File: src/rtl/fifo_read_scheduler_pkg.sv
// Shared types and helpers for the FIFO read scheduler.
package fifo_read_scheduler_pkg;

  typedef enum logic [2:0] {
    SCHED_IDLE,
    SCHED_ISSUE,
    SCHED_RUN,
    SCHED_DONE,
    SCHED_GAP
  } fifo_sched_state;

  // Number of 32-bit words needed to carry len bytes (ceil(len/4)).
  function automatic int unsigned len_to_words(input int unsigned len);
    return (len >> 2) + (((len & 32'd3) != 32'd0) ? 32'd1 : 32'd0);
  endfunction

endpackage

File: src/rtl/fifo_read_scheduler_rr_arbiter.sv
// Round-robin arbiter: first eligible channel at or after ptr, wrapping modulo N_CH.
module fifo_read_scheduler_rr_arbiter #(
  parameter int unsigned N_CH  = 4,
  parameter int unsigned IDX_W = $clog2(N_CH)
) (
  input  logic [N_CH-1:0]  eligible,
  input  logic [IDX_W-1:0] ptr,
  output logic [N_CH-1:0]  grant,
  output logic [IDX_W-1:0] grant_idx,
  output logic             valid
);

  logic [IDX_W-1:0] cand;

  // Rotating priority search starting at ptr.
  always_comb begin
    grant     = '0;
    grant_idx = '0;
    valid     = 1'b0;
    cand      = '0;
    for (int unsigned k = 0; k < N_CH; k++) begin
      cand = IDX_W'((32'(ptr) + k) % N_CH);
      if (!valid && eligible[cand]) begin
        valid       = 1'b1;
        grant_idx   = cand;
        grant[cand] = 1'b1;
      end
    end
  end

endmodule

File: src/rtl/fifo_read_scheduler.sv
// Shares one FIFO-to-byte helper between N_CH word FIFOs. Channels are granted
// round-robin; the granted FIFO is steered to the helper until its words are consumed.
// Optional: define SCHED_PRIO_EN to give channel 0 absolute priority.
module fifo_read_scheduler
  import fifo_read_scheduler_pkg::*;
#(
  parameter int unsigned N_CH  = 4,
  parameter int unsigned LEN_W = 6,
  parameter int unsigned IDX_W = $clog2(N_CH)
) (
  input  logic                  CLK,
  input  logic                  RESET,
  input  logic [N_CH-1:0]       ch_req,
  input  logic [N_CH*LEN_W-1:0] ch_len,
  input  logic [N_CH-1:0]       ch_fifo_empty,
  input  logic [N_CH*32-1:0]    ch_fifo_dout,
  output logic [N_CH-1:0]       ch_fifo_rd_en,
  output logic                  hlp_read_request,
  output logic [LEN_W-1:0]      hlp_buffer_length,
  output logic                  hlp_fifo_empty,
  output logic [31:0]           hlp_fifo_dout,
  input  logic                  hlp_fifo_rd_en,
  output logic [IDX_W-1:0]      grant_idx,
  output logic                  busy,
  output logic [N_CH-1:0]       ch_done
);

  fifo_sched_state  state_q, state_d;
  logic [IDX_W-1:0] rr_ptr_q, rr_ptr_d;
  logic [IDX_W-1:0] grant_idx_q, grant_idx_d;
  logic [LEN_W-1:0] len_q, len_d;
  logic [LEN_W-1:0] exp_words_q, exp_words_d;
  logic [LEN_W-1:0] word_cnt_q, word_cnt_d;

  logic [LEN_W-1:0] len_arr  [N_CH];
  logic [31:0]      dout_arr [N_CH];
  logic [N_CH-1:0]  eligible;
  logic [N_CH-1:0]  rr_grant;
  logic [IDX_W-1:0] rr_idx;
  logic             rr_valid;
  logic             win_prio;
  logic [N_CH-1:0]  win_oh;
  logic [IDX_W-1:0] win_idx;
  logic [LEN_W-1:0] win_len;

  // A zero-length request needs no FIFO data, so it is eligible even when empty.
  for (genvar i = 0; i < N_CH; i++) begin : g_unpack
    assign len_arr[i]  = ch_len[i*LEN_W +: LEN_W];
    assign dout_arr[i] = ch_fifo_dout[i*32 +: 32];
    assign eligible[i] = ch_req[i] & (~ch_fifo_empty[i] | (len_arr[i] == '0));
  end

  fifo_read_scheduler_rr_arbiter #(
    .N_CH  (N_CH),
    .IDX_W (IDX_W)
  ) u_rr_arbiter (
    .eligible  (eligible),
    .ptr       (rr_ptr_q),
    .grant     (rr_grant),
    .grant_idx (rr_idx),
    .valid     (rr_valid)
  );

`ifdef SCHED_PRIO_EN
  assign win_prio = eligible[0];
`else
  assign win_prio = 1'b0;
`endif

  assign win_oh  = win_prio ? N_CH'(1) : rr_grant;
  assign win_idx = win_prio ? '0 : rr_idx;

  // One-hot select of the winner's byte length.
  always_comb begin
    win_len = '0;
    for (int i = 0; i < N_CH; i++) begin
      if (win_oh[i]) win_len = win_len | len_arr[i];
    end
  end

  // Next-state, transfer bookkeeping and steering outputs.
  always_comb begin
    state_d           = state_q;
    rr_ptr_d          = rr_ptr_q;
    grant_idx_d       = grant_idx_q;
    len_d             = len_q;
    exp_words_d       = exp_words_q;
    word_cnt_d        = word_cnt_q;
    hlp_read_request  = 1'b0;
    hlp_fifo_empty    = 1'b1;
    ch_fifo_rd_en     = '0;
    ch_done           = '0;
    busy              = (state_q != SCHED_IDLE);
    hlp_buffer_length = (state_q == SCHED_IDLE) ? '0 : len_q;
    hlp_fifo_dout     = dout_arr[grant_idx_q];
    grant_idx         = grant_idx_q;

    unique case (state_q)
      SCHED_IDLE: begin
        if (rr_valid) begin
          grant_idx_d = win_idx;
          len_d       = win_len;
          exp_words_d = LEN_W'(len_to_words(32'(win_len)));
          // A priority win leaves the round-robin order untouched.
          if (!win_prio) begin
            rr_ptr_d = (win_idx == IDX_W'(N_CH - 1)) ? '0 : win_idx + IDX_W'(1);
          end
          state_d = (win_len == '0) ? SCHED_DONE : SCHED_ISSUE;
        end
      end
      SCHED_ISSUE: begin
        hlp_read_request = 1'b1;
        hlp_fifo_empty   = ch_fifo_empty[grant_idx_q];
        state_d          = SCHED_RUN;
      end
      SCHED_RUN: begin
        hlp_fifo_empty             = ch_fifo_empty[grant_idx_q];
        ch_fifo_rd_en[grant_idx_q] = hlp_fifo_rd_en;
        if (hlp_fifo_rd_en) begin
          word_cnt_d = word_cnt_q + LEN_W'(1);
          // The helper also quits when it pops against an empty FIFO.
          if ((word_cnt_d == exp_words_q) || ch_fifo_empty[grant_idx_q]) begin
            state_d = SCHED_DONE;
          end
        end
      end
      SCHED_DONE: begin
        ch_done[grant_idx_q] = 1'b1;
        word_cnt_d           = '0;
        state_d              = SCHED_GAP;
      end
      SCHED_GAP: begin
        // Lets the helper settle back to idle before the next issue.
        state_d = SCHED_IDLE;
      end
      default: state_d = SCHED_IDLE;
    endcase
  end

  // State registers with synchronous reset.
  always_ff @(posedge CLK) begin
    if (RESET) begin
      state_q     <= SCHED_IDLE;
      rr_ptr_q    <= '0;
      grant_idx_q <= '0;
      len_q       <= '0;
      exp_words_q <= '0;
      word_cnt_q  <= '0;
    end else begin
      state_q     <= state_d;
      rr_ptr_q    <= rr_ptr_d;
      grant_idx_q <= grant_idx_d;
      len_q       <= len_d;
      exp_words_q <= exp_words_d;
      word_cnt_q  <= word_cnt_d;
    end
  end

endmodule

File: config.mk
export PLATFORM = sky130hd
export DESIGN_NAME = fifo_read_scheduler
export DESIGN_NICKNAME = d
export VERILOG_FILES = /design/src/rtl/fifo_read_scheduler_pkg.sv /design/src/rtl/fifo_read_scheduler_rr_arbiter.sv /design/src/rtl/fifo_read_scheduler.sv
export SDC_FILE = /design/constraint.sdc
export NUM_CORES = 1
export LEC_CHECK = 0
export CELL_PAD_IN_SITES_DETAIL_PLACEMENT = 1
export CELL_PAD_IN_SITES_GLOBAL_PLACEMENT = 1
export CORE_MARGIN = 5
export CORE_UTILIZATION = 25
export DETAILED_ROUTE_END_ITERATION = 8
export GPL_ROUTABILITY_DRIVEN = 1
export PLACE_DENSITY = 0.94
export SKIP_CTS_REPAIR_TIMING = 1
export SLEW_MARGIN = 10
export SYNTH_ARGS = -nofsm -noshare
export SYNTH_HDL_FRONTEND = slang
export SYNTH_SLANG_ARGS = --single-unit
File: constraint.sdc
create_clock -name CLK -period 3.95 [get_ports CLK]
set_input_delay 0.5925 -clock CLK [delete_from_list [all_inputs] [get_ports CLK]]
set_output_delay 0.5925 -clock CLK [all_outputs]
set_load 0.02 [all_outputs]
Word-level counts from Yosys, hierarchy flattened

Index checks and enable logic that the tools add are counted.

Bits of input ports: 163
Bits in registers: 25
Output and inout port bits: 51
Logic and storage cells: 129

Magnitude comparators: 11
$add $sub $neg: 6
Bitwise logic cells: 20
Reduce and logical (&&, ||, !) cells: 25
Muxes and demuxes: 53
Equal/unequal tests: 8

Operators by type and width:

| operator                                                              | count |
|---|---|
| 32-bit binary-select mux with 2-bit select                            | 1 |
| 32-bit 2-to-1 mux                                                     | 2 |
| 6-bit 2-to-1 mux                                                      | 6 |
| 32-bit nonzero test                                                   | 1 |
| 6-bit zero test                                                       | 5 |
| 4-bit 2-to-1 mux                                                      | 6 |
| 6-bit bitwise OR                                                      | 3 |
| 1-bit 2-to-1 mux                                                      | 17 |
| 2-bit by 3-bit < comparator with 1-bit output, second input constant  | 5 |
| 2-bit 2-to-1 mux                                                      | 6 |
| 4-bit bitwise OR                                                      | 3 |
| 3-bit case mux with 4 select lines                                    | 1 |
| 6-bit case mux with 2 select lines                                    | 1 |
| 1-bit binary-select mux with 2-bit select                             | 5 |
| 1-bit demux with 2-bit select                                         | 5 |
| 2-bit by 1-bit >= comparator with 1-bit output, second input constant | 5 |
| 3-bit 2-to-1 mux                                                      | 3 |
| 1-bit logical AND                                                     | 8 |
| 6-bit by 1-bit adder with 6-bit output, second input constant         | 1 |
| 3-bit by 2-bit equality test with 1-bit output, second input constant | 2 |
| 6-bit equality test                                                   | 1 |
| 2-bit inequality test, second input constant                          | 3 |
| 4-bit by 1-bit adder with 5-bit output                                | 1 |
| 2-bit by 1-bit adder with 2-bit output, second input constant         | 2 |
| other kinds (17)                                                      | 30 |

Depth between registers and ports, before layout

Gate-level depths: netlist (run 1).

Depth in word-level cells: 26
Mapped depth: 17

Hierarchy

A second synthesis (run 1) with hierarchy kept.

Cells, all modules: 284
Area total of the unflattened synthesis: 2678.8 um^2

By module, submodules not included:

| module                         | cells each | area an instance (um^2) | times used |
|---|---|---|---|
| fifo_read_scheduler            | 239        | 2257.2                  | 1 |
| fifo_read_scheduler_rr_arbiter | 45         | 421.7                   | 1 |

Worst setup path before layout (run 1)

No wires, ideal clock.

Kind: reg-to-reg
Start: register rr_ptr_q[1]
End: register exp_words_q[2]
Slack: 386 ps
Buffers on the path: 1
Cell stages (with the launch flop): 17
Arrival time: 3493 ps
Setup time: 71 ps
Clock period less this slack: 3564 ps
Cell sequence: dfxtp_1 -> buf_2 -> inv_1 -> ha_1 -> a2111oi_1 -> a31oi_2 -> and2_4 -> a221oi_2 -> a2bb2oi_2 -> and2b_1 -> and4bb_1 -> inv_1 -> ha_1 -> ha_1 -> xnor2_1 -> nand2_1 -> a21oi_1

Cells in the longest elaborated chain, start to end: 22
Elaborated cells on any way between the ends: 59
Those cells by class: add/sub (4); order compare (8); mux (29); bitwise (6); reduce/logical (12)

RTL lines:

| what                                                                                   | RTL line                   | RTL |
|---|---|---|
| start: declaration                                                                     | fifo_read_scheduler.sv:29  | `logic [IDX_W-1:0] rr_ptr_q, rr_ptr_d;` |
| start signal: assignment                                                               | fifo_read_scheduler.sv:151 | `rr_ptr_q <= rr_ptr_d;` |
| branches (longest 22 deep; another with 2-bit by 3-bit < comparator with 1-bit output) | n/a                        |  |
| end signal: assignment                                                                 | fifo_read_scheduler.sv:154 | `exp_words_q <= exp_words_d;` |
| end: declaration                                                                       | fifo_read_scheduler.sv:32  | `logic [LEN_W-1:0] exp_words_q, exp_words_d;` |

Parallel ways; which one is timed is not known. The select of a mux whose other input is x is not followed.
A chain may end at the register's enable or synchronous reset.

Final worst setup path (run 1)

Start: input ch_len[4]
End: register exp_words_q[2]

Cells in the longest elaborated chain, start to end: 25
Elaborated cells on any way between the ends: 39
Those cells by class: add/sub (1); mux (21); bitwise (8); reduce/logical (9)

RTL lines:

| what                                      | RTL line                             | RTL |
|---|---|---|
| start: declaration                        | fifo_read_scheduler.sv:14            | `input logic [N_CH*LEN_W-1:0] ch_len,` |
| 6-bit zero test                           | fifo_read_scheduler.sv:50            | `assign eligible[i] = ch_req[i] & (~ch_fifo_empty[i] \| (len_arr[i] == '0));` |
| 1-bit bitwise OR                          | fifo_read_scheduler.sv:50            |  |
| 1-bit AND                                 | fifo_read_scheduler.sv:50            |  |
| 1-bit binary-select mux with 2-bit select | fifo_read_scheduler_rr_arbiter.sv:23 | `if (!valid && eligible[cand]) begin` |
| 1-bit 2-to-1 mux (not written as such)    | fifo_read_scheduler_rr_arbiter.sv:23 |  |
| 1-bit 2-to-1 mux                          | fifo_read_scheduler_rr_arbiter.sv:23 |  |
| 1-bit zero test                           | fifo_read_scheduler_rr_arbiter.sv:23 |  |
| 1-bit logical AND                         | fifo_read_scheduler_rr_arbiter.sv:23 |  |
| [9 not listed]                            | n/a                                  |  |
| 6-bit 2-to-1 mux                          | fifo_read_scheduler.sv:77            | `if (win_oh[i]) win_len = win_len \| len_arr[i];` |
| 6-bit bitwise OR                          | fifo_read_scheduler.sv:77            |  |
| 6-bit 2-to-1 mux                          | fifo_read_scheduler.sv:77            |  |
| 6-bit bitwise OR                          | fifo_read_scheduler.sv:77            |  |
| 6-bit 2-to-1 mux                          | fifo_read_scheduler.sv:77            |  |
| 32-bit nonzero test                       | fifo_read_scheduler_pkg.sv:14        | `return (len >> 2) + (((len & 32'd3) != 32'd0) ? 32'd1 : 32'd0);` |
| 1-bit 2-to-1 mux                          | fifo_read_scheduler_pkg.sv:14        |  |
| 4-bit by 1-bit adder with 5-bit output    | fifo_read_scheduler_pkg.sv:14        |  |

Parallel ways exist; a longest one is shown, timed or not. The select of a mux whose other input is x is not followed.

==> results of run 1 <==
worst max-delay path: cells and delay by family:
family          cells  cell delay, ns
compound gates      5            0.93
buf+inv             4            0.90
simple gates        4            0.89
fa+ha+maj           2            0.40
mux                 1            0.32
xor+xnor            1            0.11
path summary, 6_finish.rpt:
kind | startpoint | end | slack (ns) | cells past startpoint
max | ch_len[4] | exp_words_q[2] | -0.02 | 17
min | exp_words_q[4] | exp_words_q[4] | 0.47 | 2
max reg2reg | rr_ptr_q[0] | exp_words_q[2] | 0.29 | 16
min reg2reg | exp_words_q[4] | exp_words_q[4] | 0.47 | 2
stage by stage:
| stage | hold WS [ns] | setup slack, ns | TNS [ns] | utilization |
|---|---|---|---|---|
| floorplan | 0.443 | 0.386 | 0 | - |
| global placement | 0.458 | -0.0409 | -0.0409 | 0.472 |
| detailed placement | 0.465 | -0.137 | -0.247 | 0.472 |
| CTS | 0.474 | 0.131 | 0 | 0.479 |
| global route | 0.495 | -0.174 | -0.399 | 0.496 |
| finish | 0.468 | -0.0214 | -0.0214 | 0.496 |
sequential cells by signal (all words and copies together) (netlist names):
name and count:
state_q 3, word_cnt_q 6, grant_idx 2, rr_ptr_q 2, len_q 6, exp_words_q 5
cells in the mapped netlist, drive strengths merged, types with 2 or more instances:
master / count / share of area
nand2: 36 / 0.044
nor2: 35 / 0.043
mux4: 34 / 0.25
dfxtp: 24 / 0.16
a21oi: 20 / 0.037
o21ai: 16 / 0.026
inv: 13 / 0.016
nor3: 13 / 0.021
ha: 12 / 0.049
and2: 10 / 0.021
o22a: 10 / 0.030
buf: 9 / 0.013
a211oi: 8 / 0.021
clkbuf: 8 / 0.0098
nand3: 7 / 0.011
o22ai: 7 / 0.016
nor2b: 6 / 0.012
mux2i: 5 / 0.016
xnor2: 5 / 0.014
a221oi: 4 / 0.020
a22oi: 4 / 0.011
a2bb2oi: 4 / 0.015
and3: 4 / 0.0081
mux2: 4 / 0.015
nor4b: 4 / 0.025
xor2: 4 / 0.011
nand4b: 3 / 0.013
nor3b: 3 / 0.0073
or2: 3 / 0.0061
and2b: 2 / 0.0049
and4b: 2 / 0.0065
nand2b: 2 / 0.0041
o2bb2ai: 2 / 0.0057
or3: 2 / 0.0041
layout make-up:
| class | instances | area (sq um) | area share |
|---|---|---|---|
| Clock buffer | 4 | 88.8 | 0.0149 |
| Inverter | 14 | 52.6 | 0.00882 |
| Multi-Input combinational cell | 283 | 2640 | 0.442 |
| Sequential cell | 24 | 482 | 0.0808 |
| Tap cell | 147 | 184 | 0.0309 |
| Timing Repair Buffer | 264 | 2520 | 0.422 |
layout by cell type, fill, tap and decap left out, types with 7 or more instances in the layout:
master and n:
o22a_1 7, nand2_1 36, inv_1 12, nor2_1 35
nor3_1 11, a21oi_1 16, buf_4 51, a211oi_1 7
o21ai_0 15, and2_1 9, ha_1 10, mux4_2 34
clkdlybuf4s50_1 212, dfxtp_1 23
routing by layer:
metal	global-route usage	part of all wire
met1	0.259	0.38
met2	0.377	0.53
met3	0.0345	0.062
met4	0.0382	0.033
met5	0	0
kinds of logic (layout without fill, tap and decap cells):
logic type | count (synthesis) | in the layout | share of synthesized area
flops | 24 | 24 | 0.156
fa+ha+maj | 12 | 12 | 0.0489
xor+xnor | 9 | 9 | 0.0256
buf+inv | 31 | 282 | 0.0395
simple gates | 136 | 136 | 0.244
mux | 43 | 44 | 0.280
compound gates | 82 | 82 | 0.205
power by group:
part           switching, mW  total (mW)  leakage, nW  internal (mW)
logic                   1.60        3.10         1.99           1.50
registers             0.0685       0.383        0.197          0.314
clock network         0.0827       0.237       0.0442          0.155
==> impl_metrics.tcl, run 1 <==
set metrics [dict create \
    async_reset_ff_frac 0 \
    placed_area_sq_um 5670 \
    fillCellCount 1352 \
    avgSynthCellArea_sq_um 9.12 \
    initial_core_util 0.256 \
    vias 3995 \
    die_h_um 121 \
    ys_warn_count 0 \
    ys_seq_area_frac 0.156 \
    fmaxAchievable_ghz 0.252 \
    drt_iter0_drc 195 \
    period_share 1.01 \
    violations "setup timing" \
    cp_slowest_cell "clkdlybuf4s50_1" \
    numPortBuffers 213 \
    worstPathCellList "clkdlybuf4s50_1 > nor4b_4 > a21oi_2 > buf_4 > mux2_2 > o22ai_4 > a221oi_2 > buf_4 > o22ai_1 > and4b_1 > and4bb_1 > inv_1 > ha_2 > ha_2 > xnor2_1 > nand2_1 > a21oi_1" \
    row_count 40 \
    grt_overflow 0 \
    antenna_found_initial 0 \
    cp-start-kind "input port" \
    dp.final_hpwl_mm 14.0 \
    cts_max_level 1 \
    grt.total_usage 0.208 \
    routedWlPerCell_um 23.5 \
    syn-num-nets 512 \
    ant_nets 0 \
    synth-edff-count 0 \
    final-hold-violation-count 0 \
    drv_slew 0 \
    core_sq_um 12000 \
    drive_gt1_frac 0.221 \
    status "finished with violations" \
    wl_mm 17.3 \
    grt_pass1_wl_mm 24.0 \
    clock-sinks 24 \
    nets 765 \
    cts_buffers 3 \
    ios 214 \
    antenna_cells 0 \
    drc 0 \
    finalSetupViolCount 1 \
    root_buffer "clkbuf_16" \
    final_area_sq_um 5960 \
    area_growth_pct 94.0 \
    power_mw 3.72 \
    end_kind "flip-flop" \
    dieArea_sq_um 14600 \
    clock_latency_ns 0.25 \
    p_leak_nw 2.23 \
    worstMarginPinSlew_ns 0.895 \
    synth_ff_type "dfxtp_1" \
    hp-class "flip-flop to flip-flop" \
    clkSlewWorstSetupHoldPaths_ns 0.06 \
    grt_max_degree 39 \
    grt_pass1_vias 4141 \
    drt_pre_antenna_iters 4 \
    netlist_area_sq_um 3070 \
    crit_required_ns 4.12 \
    skew_ns 0.00157 \
    ys_types 59 \
    cp.arrival_ns 4.14 \
    via_per_inst 5.43 \
    post-place-cells 726 \
    slowest_delay_ns 0.47 \
    worst-path-max-fanout 6 \
    cts_buffer_depth 2 \
    syn-instance-count 337 \
    gp_congestion 0.972 \
    slew_headroom 0.401 \
    vdd_drop_max_v 0.000352 \
    fin_crit_ns 3.97 \
    drv_cap 0 \
    setup_ws_ns -0.0214 \
    cts_tree "done" \
    power.density_nw_per_um2 624 \
    ys_ff_latch 24 \
    final-instance-count-excl-fill 736 \
    criticalPathCategory "input port to flip-flop" \
    die_w_um 121 \
]
Note: power is estimated with default switching activity, not from simulation.
==> run 2: changes to the inputs <==
- MAX_ROUTING_LAYER: default -> met4
- SLEW_MARGIN: 10 -> 40
==> run 2 against run 1 <==
Effect of this change: the flow now finishes without violations; hold slack improved by 0.011 ns; utilization shrank 0.69 points; die area unchanged; final cell count up 0.14%; routed wire length fell by 5.6%; non-clock buffer count rose by 1; sequential power is 4% lower; global-route usage rose by 0.55 points; cell area decreased by 1.4%; count of clock-buffer cells in the layout stayed put; critical path type unchanged; highest routed layer unchanged.
==> impl_metrics.tcl, run 2 (synthesized netlist as in run 1, its figures left out) <==
set metrics [dict create \
    grt.total_usage 0.213 \
    antenna_found_initial 0 \
    cts_buffers 3 \
    end_kind "flip-flop" \
    grt_overflow 0 \
    via_per_inst 5.23 \
    slew_headroom 0.552 \
    fin_crit_ns 3.79 \
    criticalPathCategory "input port to flip-flop" \
    clock_latency_ns 0.26 \
    finalSetupViolCount 0 \
    dp.final_hpwl_mm 14.0 \
    power_mw 3.59 \
    multi_input_area_sq_um 2550 \
    ant_nets 0 \
    final_area_sq_um 5880 \
    area_growth_pct 91.3 \
    dieArea_sq_um 14600 \
    vdd_drop_max_v 0.000390 \
    top_regs "len_q x6, word_cnt_q x6, exp_words_q x5" \
    drt_pre_antenna_iters 4 \
    drv_cap 0 \
    worst-path-max-fanout 5 \
    row_count 40 \
    cp.arrival_ns 3.98 \
    cts_buffer_depth 2 \
    worstPathCellList "clkdlybuf4s50_1 > nor3_1 > buf_4 > a21oi_2 > buf_4 > mux2i_1 > mux2_2 > a221oi_2 > o22ai_1 > and4b_1 > and4bb_1 > inv_1 > ha_1 > ha_1 > xnor2_1 > nand2_1 > a21oi_1" \
    wl_mm 16.4 \
    placed_area_sq_um 5700 \
    drt_iter0_drc 163 \
    grt.met3_usage 0.0401 \
    fmaxAchievable_ghz 0.264 \
    use_met1 0.247 \
    cts_max_level 1 \
    worstMarginPinSlew_ns 0.672 \
    status "completed" \
    cp-start-kind "input port" \
    slowest_delay_ns 0.48 \
    hp-class "flip-flop to flip-flop" \
    crit_buf_inv 4 \
    drc 0 \
    p_leak_nw 2.20 \
    crit_required_ns 4.14 \
    crit_end "exp_words_q[2]" \
    seq_area_sq_um 482 \
    r2r_slack_ns 0.37 \
    grt_pass1_vias 4124 \
    clock-sinks 24 \
    grt_max_degree 40 \
    final_cell_mix "212 x clkdlybuf4s50_1, 52 x buf_4, 36 x nand2_1, 35 x nor2_1, 34 x mux4_2" \
    die_w_um 121 \
    ios 214 \
    skew_ns 0.00373 \
    fillCellCount 1380 \
    grt_busiest_layer "met2" \
    die_h_um 121 \
    grt_pass1_wl_mm 23.8 \
    reg2reg_depth 15 \
    routedWlPerCell_um 22.2 \
    numPortBuffers 213 \
    final-hold-violation-count 0 \
    critPathTopFamily "compound AO/OA/AOI/OAI gates" \
    nets 766 \
    r2r_end "exp_words_q[2]" \
    gp_congestion 0.950 \
    cp_slowest_cell "clkdlybuf4s50_1" \
    crit_start "ch_len[6]" \
    grtUsageMet2 0.388 \
    worstSetupPathDepth 17 \
    vias 3857 \
    drv_slew 0 \
    antenna_cells 0 \
    r2r-start "rr_ptr_q[0]" \
    power.density_nw_per_um2 610 \
    drive_gt1_frac 0.217 \
    cts_tree "done" \
    layout_commonest_cell "clkdlybuf4s50_1" \
    root_buffer "clkbuf_16" \
    clkSlewWorstSetupHoldPaths_ns 0.06 \
    core_sq_um 12000 \
    period_share 0.961 \
    initial_core_util 0.256 \
]
[run 2: cell count changes in the layout (fill, tap and decap cells not counted), sizes merged]
cell and delta:
dlymetal6s2s -1, buf +2
[run 2: through the flow]
step | std cells | hold WS (ns) | setup WS [ns] | TNS [ns] | utilization
4_1_cts | 734 | 0.486 | 0.0840 | 0 | 0.482
5_1_grt | 737 | 0.500 | -0.0218 | -0.0218 | 0.489
6_report | 737 | 0.479 | 0.156 | 0 | 0.489
2_1_floorplan | 337 | 0.443 | 0.386 | 0 | -
3_5_place_dp | 730 | 0.470 | -0.191 | -0.481 | 0.474
3_3_place_gp | 730 | 0.457 | -0.0997 | -0.0997 | 0.474
[run 2: area by class of cell]
type / instances / share of cell area
Sequential cell: 24 / 0.0819
Timing Repair Buffer: 265 / 0.428
Inverter: 14 / 0.00894
Clock buffer: 4 / 0.0151
Tap cell: 147 / 0.0313
Multi-Input combinational cell: 283 / 0.434
[run 2: how the worst min path moves through the flow]
stage          cells past startpoint      startpoint             end  slack [ns]
5_1_grt                            2  exp_words_q[0]  exp_words_q[0]        0.50
3_5_place_dp                       2  exp_words_q[1]  exp_words_q[1]        0.47
3_3_place_gp                       2  exp_words_q[4]  exp_words_q[4]        0.46
4_1_cts                            2  exp_words_q[2]  exp_words_q[2]        0.49
2_1_floorplan                      2  exp_words_q[4]  exp_words_q[4]        0.44
6_report                           2  exp_words_q[4]  exp_words_q[4]        0.48
[run 2: report_power, final]
| part | internal [mW] | total (mW) | switching (mW) |
|---|---|---|---|
| logic | 1.45 | 2.98 | 1.53 |
| registers | 0.314 | 0.366 | 0.0517 |
| clock network | 0.155 | 0.240 | 0.0857 |
[run 2: routing by layer]
metal  vias up  wire length (um)  part of all wire
met5         -                 0                 0
met4         0               395             0.024
met3        39              1010             0.062
met2       143              8710              0.53
met1      1865              6260              0.38
li1       1810                 -                 -
[run 2: tightest hold or removal path, stage by stage, from the launching register on]
cell	delay, ns
dfxtp_1	0.32
nand2_1	0.06
a21oi_1	0.05
